<file path="config.mk">
export PLATFORM = sky130hd
export DESIGN_NAME = link_out_arbiter
export DESIGN_NICKNAME = d
export VERILOG_FILES = /design/src/rtl/link_out_arbiter.sv
export SDC_FILE = /design/constraint.sdc
export NUM_CORES = 1
export LEC_CHECK = 0
export CORE_MARGIN = 5
export CORE_UTILIZATION = 42
export DETAILED_ROUTE_END_ITERATION = 8
export PLACE_DENSITY = 0.87
export RECOVER_POWER = 100
export SYNTH_ARGS = -nofsm -noshare
export SYNTH_HDL_FRONTEND = slang
export SYNTH_SLANG_ARGS = --single-unit
</file>
<file path="constraint.sdc">
create_clock -name clock -period 3.2 [get_ports clock]
set_clock_uncertainty 0.05 [all_clocks]
set_input_delay 0.64 -clock clock [delete_from_list [all_inputs] [get_ports clock]]
set_output_delay 0.64 -clock clock [all_outputs]
set_load 0.02 [all_outputs]
</file>
<file path="src/rtl/link_out_arbiter.sv">
// Round-robin arbiter and MSB-first byte serializer for one outbound link.
// Pops the winning FIFO on grant and streams its packet with put/free.
module link_out_arbiter #(
  parameter int NUM_REQ   = 4,
  parameter int PKT_WIDTH = 32
) (
  input  logic                         clock,
  input  logic                         reset_n,
  input  logic [NUM_REQ-1:0]           req_valid,
  input  logic [NUM_REQ*PKT_WIDTH-1:0] req_data,
  output logic [NUM_REQ-1:0]           req_pop,
  input  logic                         free_outbound,
  output logic                         put_outbound,
  output logic [7:0]                   payload_outbound,
  output logic [$clog2(NUM_REQ)-1:0]   grant_id,
  output logic                         busy
);

  localparam int IDW   = $clog2(NUM_REQ);
  localparam int BYTES = PKT_WIDTH / 8;
  localparam int CW    = $clog2(BYTES + 1);

  typedef enum logic {
    S_IDLE,
    S_SEND
  } state_t;

  state_t                 r_state;
  logic [IDW-1:0]         r_last;
  logic [IDW-1:0]         r_gid;
  logic [CW-1:0]          r_cnt;
  logic [PKT_WIDTH-1:0]   r_shift;
  logic                   r_put;
  logic [7:0]             r_payload;
  logic                   r_busy;

  logic                   w_found;
  logic [IDW-1:0]         w_win;
  logic [IDW:0]           w_sum;
  logic [PKT_WIDTH-1:0]   w_pkt;
  logic                   w_grant;
  logic [NUM_REQ-1:0]     w_pop;

  // Scan last+1, last+2, ... with wrap; first valid index wins.
  always_comb begin
    w_found = 1'b0;
    w_win   = '0;
    w_sum   = '0;
    for (int k = 1; k <= NUM_REQ; k++) begin
      w_sum = {1'b0, r_last} + (IDW+1)'(k);
      if (w_sum >= (IDW+1)'(NUM_REQ))
        w_sum = w_sum - (IDW+1)'(NUM_REQ);
      if (!w_found && req_valid[w_sum[IDW-1:0]]) begin
        w_found = 1'b1;
        w_win   = w_sum[IDW-1:0];
      end
    end
  end

  always_comb begin
    w_pkt = '0;
    for (int i = 0; i < NUM_REQ; i++) begin
      if (w_win == IDW'(i))
        w_pkt = req_data[i*PKT_WIDTH +: PKT_WIDTH];
    end
  end

  assign w_grant = reset_n & (r_state == S_IDLE)
                 & free_outbound & w_found;

  always_comb begin
    w_pop = '0;
    if (w_grant)
      w_pop[w_win] = 1'b1;
  end

  always_ff @(posedge clock) begin
    if (!reset_n) begin
      r_state   <= S_IDLE;
      r_last    <= IDW'(NUM_REQ - 1);
      r_gid     <= '0;
      r_cnt     <= '0;
      r_shift   <= '0;
      r_put     <= 1'b0;
      r_payload <= 8'h00;
      r_busy    <= 1'b0;
    end else begin
      unique case (r_state)
        S_IDLE: begin
          if (w_grant) begin
            r_last    <= w_win;
            r_gid     <= w_win;
            r_shift   <= w_pkt << 8;
            r_put     <= 1'b1;
            r_payload <= w_pkt[PKT_WIDTH-1 -: 8];
            r_cnt     <= CW'(1);
            r_busy    <= 1'b1;
            r_state   <= S_SEND;
          end else begin
            r_put     <= 1'b0;
            r_payload <= 8'h00;
          end
        end
        S_SEND: begin
          // r_cnt counts bytes already on the link
          if (r_cnt == CW'(BYTES)) begin
            r_put     <= 1'b0;
            r_payload <= 8'h00;
            r_busy    <= 1'b0;
            r_cnt     <= '0;
            r_state   <= S_IDLE;
          end else begin
            r_payload <= r_shift[PKT_WIDTH-1 -: 8];
            r_shift   <= r_shift << 8;
            r_cnt     <= r_cnt + CW'(1);
          end
        end
      endcase
    end
  end

  assign req_pop          = w_pop;
  assign put_outbound     = r_put;
  assign payload_outbound = r_payload;
  assign grant_id         = r_gid;
  assign busy             = r_busy;

endmodule

</file>
==> metrics.md <==
| Metric | Value |
|---|---|
| Antenna violations before repair | 0 |
| Crit-path cells | clkdlybuf4s50_1 -> nor2b_1 -> a21oi_1 -> o211ai_1 -> and3_1 -> dlygate4sd2_1 |
| Dpl hpwl | 7850 um |
| Critical Path Slowest Stage Cell | clkdlybuf4s50_1 |
| Die X | 90.18 um |
| First-pass GRT wire length | 16440 um |
| Fillers | 547 |
| Maxcap violations | 0 |
| Post-synth EDFFs | 0 |
| CTS sink cnt | 42 |
| Setup-failing EPs final | 0 |
| Detail Route Antenna Nets | 0 |
| Vias/cell | 5.609 |
| Critical path type | primary input to output port |
| Layout cells sized above 1 | 0.07677 |
| Post-Syn Nets | 498 |
| Die Area | 0.008132 mm2 |
| Prevailing post-synth register cell | dfxtp_1 |
| CTS buffer count | 5 |
| Setup ws final | 0.1153 ns |
| Largest net degree at the start of global routing | 30 |
| Async SR Flop Fraction | 0 |
| CTS tree | done |
| RSZ-0062 raised after global routing | false |
| Max incr delay on CP | 0.59 ns |
| Worst-Margin Slew | 0.7660 ns |
| All-Layer GR Usage | 0.2412 |
| Yosys top cell area share | 0.3114 |
| Required @ worst endpoint | 2.51 ns |
| Tmin final | 3.085 ns |
| Worst min path class | register to register |
| # IOs | 151 |
| Nets | 644 |
| GR Overflow Total | 0 |
| Pre-CTS WS | -0.09541 ns |
| Total core area | 0.006314 mm2 |
| # port buffers | 150 |
| Initial drt markers | 153 |
| ANT cells | 0 |
| Gpl congestion | 0.9619 |
| Synth unique cells | 40 |
| Critical Path Fanout Max | 6 |
| Die Span Y | 90.18 um |
| Syn Std Cell Area | 0.002700 mm2 |
| Effective utilization at floorplan | 0.4277 |
| Power per cell area | 352.8 mW/mm2 |
| Max_slew headroom | 0.4893 |
| CTS Hold Buffers Added | 0 |
| Routed WL | 10290 um |
| Maximum buffer depth of the clock tree | 2 |
| Post-DP Area | 0.004332 mm2 |
| Peak supply drop | 0.2483 mV |
| Seq/Total Area, Yosys | 0.3114 |
| WL/cell | 17.59 um |
| Mapped Cells | 361 |
| Fin. Hold Viols | 0 |
| Reg clk slew, reported paths | 0.08 ns |
| Area Growth Syn to Fin | 62.37% |
| Post-route cell area | 0.004384 mm2 |
| Syn avg cell area | 7.479 um2 |
| Maximum clock rate | 324.2 MHz |
| DRC viols | 0 |
| Count leader, synth | nand2_1 |
| Hold slack | 0.4156 ns |
| Synth area leader | dfxtp_1 |
| Drt first pass iters | 4 |
| H-tree depth | 2 |
| CP Data Arrival Time | 2.39 ns |
| Outcome | completed |
| CP Launch Type | primary input |
| Period utilization | 0.9640 |
| Latest clock arrival within the worst-skew pair | 0.30 ns |
| Largest cells by area after synthesis | dfxtp_1 31%, nand2_1 13%, o221ai_1 6.2%, and3_1 4.6%, nand3_1 4.6% |
| Critical path endpoint category | output port |
| Via count | 3281 |
| Pleak | 1.777 nW |
| Final core utilization | 0.6944 |
| Root buffer cell | clkbuf_8 |
| Vias in the first global route | 3403 |
| Ys Warns | 0 |
| # rows | 29 |
| Yosys reg bits | 42 |
| Top cells by count, synth | 95 x nand2_1, 42 x dfxtp_1, 25 x nand3_1 |
| Slew Viols, Final | 0 |
| Post-CTS Setup Repair Bufs | 0 |
registers in the layout, summed over array words and instances (netlist names):
signal	count
r_cnt	3
r_last	2
r_state	1
put_outbound	1
grant_id	2
payload_outbound	8
r_shift	24
busy	1
layer usage:
metal,vias to the layer above,GRT usage,routed length (um)
li1,1603,-,-
met1,1527,0.2890,4092
met5,-,0,0
met3,17,0.04841,722
met4,0,0.09181,204
met2,134,0.4213,5270
cells in the final DEF, fill, tap and decap left out, types with 6 or more instances in the layout:
cell type	netlist	final
a21oi_1	11	11
a31oi_1	7	7
a32o_1	10	10
and3_1	20	20
buf_4	1	14
clkdlybuf4s50_1	0	132
dfxtp_1	42	42
dlygate4sd2_1	0	6
dlygate4sd3_1	0	12
inv_1	8	8
mux2_2	6	6
nand2_1	95	95
nand3_1	25	25
nor2_1	10	10
o21ai_0	8	20
o221ai_1	19	19
o22a_1	8	8
o31ai_1	7	7
what timing repair did:
| action | CTS | global route |
|---|---|---|
| endpoints found under the hold margin | 0 | 0 |
| gates resized for setup | 6 | 0 |
| setup endpoints to repair | 4 | 0 |
path summary, 6_finish.rpt:
check | start | endpoint | slack [ns] | cells after the start
worst max register to register | r_last[0] | r_shift[31] | 0.74 | 6
worst min register to register | grant_id[1] | grant_id[1] | 0.42 | 2
worst max-delay path | req_valid[1] | req_pop[1] | 0.12 | 6
worst min-delay path | grant_id[1] | grant_id[1] | 0.42 | 2
power breakdown:
| group | switching (mW) | total (mW) | internal [mW] |
|---|---|---|---|
| registers | 0.0327 | 0.609 | 0.576 |
| logic | 0.278 | 0.592 | 0.315 |
| clock network | 0.191 | 0.345 | 0.154 |
| total | 0.501 | 1.55 | 1.05 |
worst max-delay path: cells and delay by family:
family,cells,cell delay (ns)
compound gates,2,0.38
buf+inv,2,0.94
simple gates,2,0.42
per-stage QoR:
step                instances  TNS, ns  total power [mW]
floorplan                 361        0            0.9246
global placement          577  -0.1507             1.211
detailed placement        577  -0.3218             1.227
CTS                       585        0             1.569
global route              585        0             1.635
finish                    585        0             1.547
cell families after synthesis:
logic type               share of synthesized area
adder cells (fa/ha/maj)                   0.009266
buffers and inverters                      0.06348
multiplexers                               0.03336
flip-flops                                  0.3114
AND/OR/NAND/NOR                             0.2720
AO/OA/AOI/OAI                               0.3105
area by class of cell:
cell class | count | area (um2) | area share
multi-input cells | 279 | 1682 | 0.3836
repair buffers | 171 | 1649 | 0.3761
flip-flops and latches | 42 | 840.8 | 0.1918
well taps | 77 | 96.34 | 0.02197
clock buffers | 6 | 72.57 | 0.01655
inverters | 8 | 30.03 | 0.006849
clock inverters | 2 | 13.76 | 0.003139
No activity file was read; power rests on OpenSTA's default activity.
